==> src/rtl/mmul2_pkg.sv <==
// ============================================================================
// mmul2_pkg : shared types and helpers for the mmul2 operand feeder
// Revision  : 1.0
// ============================================================================
`default_nettype none

package mmul2_pkg;

   typedef enum logic [1:0] {
      LOAD_A = 2'd0,
      LOAD_B = 2'd1,
      RUN    = 2'd2,
      DONE   = 2'd3
   } mmul2_feeder_state_t;

   // Slot counter width for an n-entry matrix, never narrower than one bit.
   function automatic int idx_w(int n);
      return (n > 2) ? $clog2(n) : 1;
   endfunction

endpackage

`default_nettype wire

==> src/rtl/mmul2_feeder.sv <==
// ============================================================================
// mmul2_feeder : streams A then B into flat row-major buses, then runs mmul2
// Revision     : 1.0
// ============================================================================
`default_nettype none

module mmul2_feeder
   import mmul2_pkg::*;
#(
   parameter int RA = 2,
   parameter int CA = 2,
   parameter int RB = 2,
   parameter int CB = 2,
   parameter int W  = 32
) (
   input  logic                  clk,
   input  logic                  rst,
   input  logic                  s_valid,
   output logic                  s_ready,
   input  logic [W-1:0]          s_data,
   input  logic                  s_last,
   output logic [RA*CA*W-1:0]    A,
   output logic [RB*CB*W-1:0]    B,
   output logic                  enable,
   input  logic                  completed,
   output logic                  busy,
   output logic                  err
);

   localparam int NA    = RA * CA;
   localparam int NB    = RB * CB;
   localparam int IDX_W = idx_w((NA > NB) ? NA : NB);

   localparam logic [IDX_W-1:0] A_LAST = IDX_W'(NA - 1);
   localparam logic [IDX_W-1:0] B_LAST = IDX_W'(NB - 1);

   if (CA != RB) begin : g_dim_check
      $fatal(1, "mmul2_feeder: CA (%0d) must equal RB (%0d)", CA, RB);
   end

   mmul2_feeder_state_t   state_q, state_d;
   logic [IDX_W-1:0]      idx_q, idx_d;
   logic [NA*W-1:0]       a_q, a_d;
   logic [NB*W-1:0]       b_q, b_d;
   logic                  err_q, err_d;
   logic                  first_q, first_d;
   logic                  xfer;

   assign s_ready = (state_q == LOAD_A) || (state_q == LOAD_B);
   assign enable  = (state_q == RUN);
   assign busy    = (state_q == RUN) || (state_q == DONE);
   assign err     = err_q;
   assign A       = a_q;
   assign B       = b_q;
   assign xfer    = s_valid && s_ready;

   always_comb begin
      state_d = state_q;
      idx_d   = idx_q;
      a_d     = a_q;
      b_d     = b_q;
      err_d   = err_q;
      first_d = 1'b0;

      case (state_q)
         LOAD_A: begin
            if (xfer) begin
               for (int i = 0; i < NA; i++) begin
                  if (idx_q == IDX_W'(i)) a_d[i*W +: W] = s_data;
               end
               if (s_last) begin
                  err_d = 1'b1;
                  idx_d = '0;
               end else if (idx_q == A_LAST) begin
                  idx_d   = '0;
                  state_d = LOAD_B;
               end else begin
                  idx_d = idx_q + 1'b1;
               end
            end
         end

         LOAD_B: begin
            if (xfer) begin
               for (int i = 0; i < NB; i++) begin
                  if (idx_q == IDX_W'(i)) b_d[i*W +: W] = s_data;
               end
               if (idx_q == B_LAST) begin
                  idx_d = '0;
                  if (s_last) begin
                     state_d = RUN;
                     first_d = 1'b1;
                  end else begin
                     err_d   = 1'b1;
                     state_d = LOAD_A;
                  end
               end else if (s_last) begin
                  err_d   = 1'b1;
                  idx_d   = '0;
                  state_d = LOAD_A;
               end else begin
                  idx_d = idx_q + 1'b1;
               end
            end
         end

         RUN: begin
            // completed may still be high from the previous operation on entry
            if (!first_q && completed) state_d = DONE;
         end

         DONE: begin
            state_d = LOAD_A;
            idx_d   = '0;
         end

         default: begin
            state_d = LOAD_A;
            idx_d   = '0;
         end
      endcase
   end

   always_ff @(posedge clk) begin
      if (rst) begin
         state_q <= LOAD_A;
         idx_q   <= '0;
         a_q     <= '0;
         b_q     <= '0;
         err_q   <= 1'b0;
         first_q <= 1'b0;
      end else begin
         state_q <= state_d;
         idx_q   <= idx_d;
         a_q     <= a_d;
         b_q     <= b_d;
         err_q   <= err_d;
         first_q <= first_d;
      end
   end

endmodule

`default_nettype wire

==> config.mk <==
export PLATFORM = sky130hd
export DESIGN_NAME = mmul2_feeder
export DESIGN_NICKNAME = d
export VERILOG_FILES = /design/src/rtl/mmul2_pkg.sv /design/src/rtl/mmul2_feeder.sv
export SDC_FILE = /design/constraint.sdc
export NUM_CORES = 1
export LEC_CHECK = 0
export CAP_MARGIN = 5
export CORE_ASPECT_RATIO = 0.7
export CORE_MARGIN = 3
export CORE_UTILIZATION = 41
export CTS_CLUSTER_DIAMETER = 150
export DETAILED_ROUTE_END_ITERATION = 10
export PLACE_DENSITY_LB_ADDON = 0.1
export SYNTH_ARGS = -nofsm -noshare
export SYNTH_HDL_FRONTEND = slang
export SYNTH_SLANG_ARGS = --single-unit
==> constraint.sdc <==
create_clock -name clk -period 1.9 [get_ports clk]
set_input_delay 0.38 -clock clk [delete_from_list [all_inputs] [get_ports clk]]
set_output_delay 0.38 -clock clk [all_outputs]
set_load 0.05 [all_outputs]
==> results.json, run 1 <==
{
  "synthXorXnorAreaFrac_pct": 0.0893,
  "status": "finished clean",
  "totalWireLength_um": 33000,
  "tritoncts": "built",
  "worst_slack_ns": 0.0705,
  "reg2reg_slack_ns": 0.24,
  "drcViolationCount": 0,
  "ios": 297,
  "r2r-end": "A[78]",
  "grt_pass1_wl_um": 50000,
  "overflow": 0,
  "pre_cts_ws_ns": -0.123,
  "synth_top_family_by_area": "simple AND/OR/NAND/NOR gates",
  "worst_pin_slew_ns": 0.517,
  "syn_nets": 1246,
  "rr_startpoint": "idx_q[0]",
  "holdPathStages": 2,
  "yosysTopAreaCellShare_pct": 53.5,
  "grt_pass1_vias": 8544,
  "die_w_um": 191,
  "cp_cell_sequence": "dlygate4sd2_1",
  "reg2reg_depth": 6,
  "syn_area_per_cell_um2": 8.14,
  "yosysWarnings": 0,
  "cts.sinks": 262,
  "synth.area.top_cells": "dfxtp_1, nand2_1, a21oi_1",
  "max_stage_delay_ns": 0.55,
  "fin_skew_ns": 0.00650,
  "synth.area.mux_share_pct": 0,
  "rows": 46,
  "ys_seq_elements": 262,
  "drive_gt1_share_pct": 18.6,
  "insertion_delay_ns": 0.52,
  "synth-compound-area-share_pct": 14.9,
  "critPathBufInv": 1,
  "grt_antenna_before_repair": 0,
  "synthAdderAreaFrac_pct": 0.510,
  "cts_buffers": 26,
  "cts_buffer_depth": 3,
  "grt_max_degree": 76,
  "syn_to_final_growth_pct": 37.0,
  "slew_headroom_pct": 65.5,
  "path_clk_slew_ns": 0.06,
  "yosys.area_share.simple_pct": 23.1,
  "ys_dominant_reg_cell": "dfxtp_1",
  "fin_cells": 1779,
  "die-area_um2": 25800,
  "slowest_stage": "dlygate4sd2_1",
  "cts_setup_buffers": 0,
  "worstPathArrival_ns": 1.45,
  "fin_util_pct": 58.2,
  "drv_slew": 0,
  "crit_fanout": 2,
  "yosys.area.top_type": "dfxtp_1",
  "avgRoutedWirePerCell_um": 18.5,
  "fin_crit_sh_pct": 96.3,
  "drv_cap": 0,
  "track_usage_pct": 24.6,
  "synth.most_common_cell": "nand2_1",
  "synth.cell_area_um2": 9810,
  "core_um2": 23100,
  "fin_area_um2": 13400,
  "worst_ir_drop_vdd_v": 0.000704,
  "antenna_left": 0,
  "diodes": 0,
  "async_reset_ff_share_pct": 0,
  "vias_per_cell": 5.02,
  "critPathLaunchType": "register",
  "routed-via-count": 8930,
  "htreeDepth": 1,
  "finalHoldViolations": 0,
  "synth-edff-count": 0,
  "io_buffers": 296,
  "setup_violations": 0,
  "crit_required_ns": 1.52,
  "startpoint": "B[52]",
  "crit_path_end_kind": "output port",
  "hold_path_end": "A[121]",
  "synth.distinct_cells": 31,
  "synth_cells": 1205,
  "initial_core_util_pct": 42.5,
  "clock-root-buffer": "clkbuf_16",
  "ys_top_cells_by_count": "nand2_1, dfxtp_1, a21oi_1, buf_2, buf_4",
  "fin_hold_ws_ns": 0.281,
  "dpl.hpwl_um": 22600,
  "power.density_nw_per_um2": 866,
  "min_from": "rst",
  "cp_top_family": "buffers and inverters",
  "fin_crit_ns": 1.83,
  "p_leak_nw": 5.57,
  "die-height_um": 135,
  "synth.yosys.seq_area_share_pct": 53.5,
  "placed_area_um2": 12800,
  "first_pass_iters": 7,
  "placed_cells": 1733,
  "gp_congestion": 0.786,
  "ctsHoldBuffers": 0,
  "rsz0062_at_grt": "no",
  "worstHoldPathType": "in -> reg",
  "fin_nets": 1490,
  "crit_type": "reg -> out",
  "drt_iter0_drc": 696,
  "max_freq_ghz": 0.547
}
-- logic make-up (layout without fill, tap and decap cells) --
logic type | Yosys count | in the layout
compound gates | 266 | 266
xor+xnor | 1 | 1
fa+ha+maj | 4 | 4
buf+inv | 132 | 394
flops | 262 | 262
simple gates | 540 | 540
-- metal layers --
| metal | GRT usage [%] | wire length, µm | vias to the layer above |
|---|---|---|---|
| met5 | 0 | 0 | - |
| met4 | 3.75 | 418 | 0 |
| met3 | 7.94 | 3320 | 31 |
| met2 | 38.0 | 14100 | 328 |
| met1 | 34.5 | 15100 | 4232 |
| li1 | - | - | 4339 |
-- per-stage QoR --
stage	total power (W)	setup TNS, ns
after floorplan	0.00629	0
after global placement	0.00663	-3.54
after CTS	0.0117	0
after detailed placement	0.00664	-4.50
final	0.0116	0
after global routing	0.0120	0
-- flip-flops by register name, indices dropped and copies added (netlist names), named ones only --
register,flops
A,128
B,128
err,1
first_q,1
idx_q,2
state_q,1
-- layout make-up --
| cell class | count | area (µm²) |
|---|---|---|
| multi-input cells | 811 | 3830 |
| repair buffers | 344 | 3100 |
| clock buffers | 38 | 757 |
| well taps | 312 | 390 |
| clock inverters | 8 | 96.3 |
| fillers | 2195 | 9640 |
| flip-flops and latches | 262 | 5250 |
| inverters | 4 | 15.0 |
-- where the power goes --
group | total, W | switching [W] | internal, W
clock | 0.00515 | 0.00212 | 0.00303
sequential | 0.00560 | 0.0000370 | 0.00556
combinational | 0.000892 | 0.000639 | 0.000253
total | 0.0116 | 0.00280 | 0.00884
-- worst max path at each step --
stage / endpoint / slack, ns / cells after the start
after floorplan: enable / 0.16 / 3
after global placement: A[124] / -0.1 / 5
after detailed placement: A[96] / -0.12 / 5
after CTS: enable / 0.002 / 3
after global routing: s_ready / 0.006 / 3
final: B[52] / 0.07 / 1
-- repair_timing --
action,CTS,global route
gates cloned,0,0
endpoints found under the setup margin,152,1
gates resized for setup,153,2
-- cells in the final DEF (no fill, tap or decap), types with 5 or more instances in the layout --
cell type,synthesis,final
clkdlybuf4s50_1,0,35
dfxtp_1,262,260
buf_4,45,139
nand2_1,483,483
clkbuf_1,30,7
dlygate4sd2_1,0,150
buf_12,3,19
clkbuf_8,0,5
nand2_2,30,30
clkbuf_16,0,27
a21oi_2,30,30
a21oi_1,229,229
Note: power is estimated with default switching activity, not from simulation.
==> run 2, diff against run 1 <==
==> constraint.sdc (replaced) <==
create_clock -name clk -period 1.9 [get_ports clk]
set_input_delay 0.38 -clock clk [delete_from_list [all_inputs] [get_ports clk]]
set_output_delay 0.38 -clock clk [all_outputs]
set_load 0.1 [all_outputs]
==> results.json, run 2 (synthesized netlist as in run 1, its figures left out) <==
{
  "worst_pin_slew_ns": 0.565,
  "core_um2": 23100,
  "track_usage_pct": 24.1,
  "layout_common_cells": "nand2_1, buf_4, dfxtp_1",
  "worst_slack_ns": 0.0571,
  "totalWireLength_um": 32500,
  "ios": 297,
  "insertion_delay_ns": 0.52,
  "rows": 46,
  "finalHoldViolations": 0,
  "clock-root-buffer": "clkbuf_16",
  "drcViolationCount": 0,
  "placed_cells": 1735,
  "cts_setup_buffers": 0,
  "cts_buffers": 26,
  "drv_slew": 0,
  "p_leak_nw": 5.21,
  "fin_hold_ws_ns": 0.312,
  "pre_cts_ws_ns": -0.0962,
  "overflow": 0,
  "syn_to_final_growth_pct": 36.2,
  "grt_max_degree": 72,
  "drive_gt1_share_pct": 29.1,
  "route.met3.wl_um": 3100,
  "path_clk_slew_ns": 0.06,
  "ctsHoldBuffers": 0,
  "drt_iter0_drc": 582,
  "slew_headroom_pct": 62.2,
  "fin_crit_ns": 1.84,
  "fin_crit_sh_pct": 97.0,
  "crit_type": "reg -> out",
  "dpl.hpwl_um": 22400,
  "fin_nets": 1492,
  "wl_met1_um": 14900,
  "io_buffers": 296,
  "rsz0062_at_grt": "no",
  "status": "finished clean",
  "vias_per_cell": 4.94,
  "drv_cap": 0,
  "crit_fanout": 18,
  "worstPathArrival_ns": 1.46,
  "crit_required_ns": 1.52,
  "gp_congestion": 0.780,
  "top_layer": "met4",
  "die-height_um": 135,
  "max_stage_delay_ns": 0.41,
  "diodes": 0,
  "power.density_nw_per_um2": 878,
  "avgRoutedWirePerCell_um": 18.3,
  "grt_pass1_wl_um": 48800,
  "tritoncts": "built",
  "wl_met2_um": 14200,
  "die_w_um": 191,
  "setup_tns_ns": 0,
  "slowest_stage": "dfxtp_4",
  "grt_antenna_before_repair": 0,
  "die-area_um2": 25800,
  "crit_path_end_kind": "output port",
  "worstHoldPathType": "in -> reg",
  "first_pass_iters": 5,
  "cts.sinks": 262,
  "reg2reg_slack_ns": 0.25,
  "cts_buffer_depth": 3,
  "critPathLaunchType": "register",
  "layout_commonest_cell": "nand2_1",
  "fin_skew_ns": 0.00721,
  "setup_violations": 0,
  "worst_ir_drop_vdd_v": 0.000817,
  "initial_core_util_pct": 42.5,
  "fin_cells": 1781,
  "htreeDepth": 1,
  "max_freq_ghz": 0.543,
  "antenna_left": 0,
  "cp_cell_sequence": "buf_4 > nor2b_4 > buf_12",
  "grt_pass1_vias": 8265,
  "routed-via-count": 8804
}
==> run 2: changes by cell type in the layout (fill, tap and decap cells not counted), moves of 2 or more <==
| cell | change |
|---|---|
| buf_12 | +9 |
| dlygate4sd2_1 | -150 |
| bufinv_16 | -2 |
| clkbuf_8 | +4 |
| buf_4 | +143 |
==> run 2: where the power goes <==
part	internal (W)	total, W	switching (W)
registers	0.00556	0.00560	0.0000402
clock network	0.00290	0.00498	0.00208
logic	0.000266	0.00116	0.000892
total	0.00873	0.0117	0.00301
==> run 2: stage by stage <==
stage / power, W / instance area [µm²] / util (%)
after floorplan: 0.00655 / 9810 / -
after global placement: 0.00688 / 12500 / 54.2
after detailed placement: 0.00688 / 12500 / 54.2
after CTS: 0.0119 / 13400 / 57.9
after global routing: 0.0121 / 13400 / 57.9
final: 0.0117 / 13400 / 57.9
==> run 2: final timing paths <==
path,from,endpoint,cells after the start
min reg2reg,A[25],A[25],2
min,rst,A[115],2
max reg2reg,idx_q[0],A[98],5
max,state_q[0],enable,3
==> run 2: critical path: cells and delay by family (launching register included) <==
kind	cells	cell delay, ns
and+or+nand+nor	1	0.16
DFF	1	0.41
buffers and inverters	2	0.37
==> run 2: area by class of cell <==
type	instances	area (µm²)
sequential	262	5250
clock buffer	41	808
fill	2104	9720
tap	312	390
clock inverter	5	25.0
inverter	4	15.0
timing repair buffer	346	3040
multi-input combinational	811	3830
==> run 2: layer usage <==
| metal | track usage (%) | vias up |
|---|---|---|
| met5 | 0 | - |
| li1 | - | 4346 |
| met2 | 37.3 | 277 |
| met4 | 3.34 | 0 |
| met3 | 7.47 | 33 |
| met1 | 33.9 | 4148 |
==> run 2: timing repair <==
| item | CTS | global route |
|---|---|---|
| gates resized for setup | 4 | 1 |
| setup endpoints to repair | 3 | 1 |
| endpoints found under the hold margin | 0 | 0 |
| gates cloned | 0 | 0 |
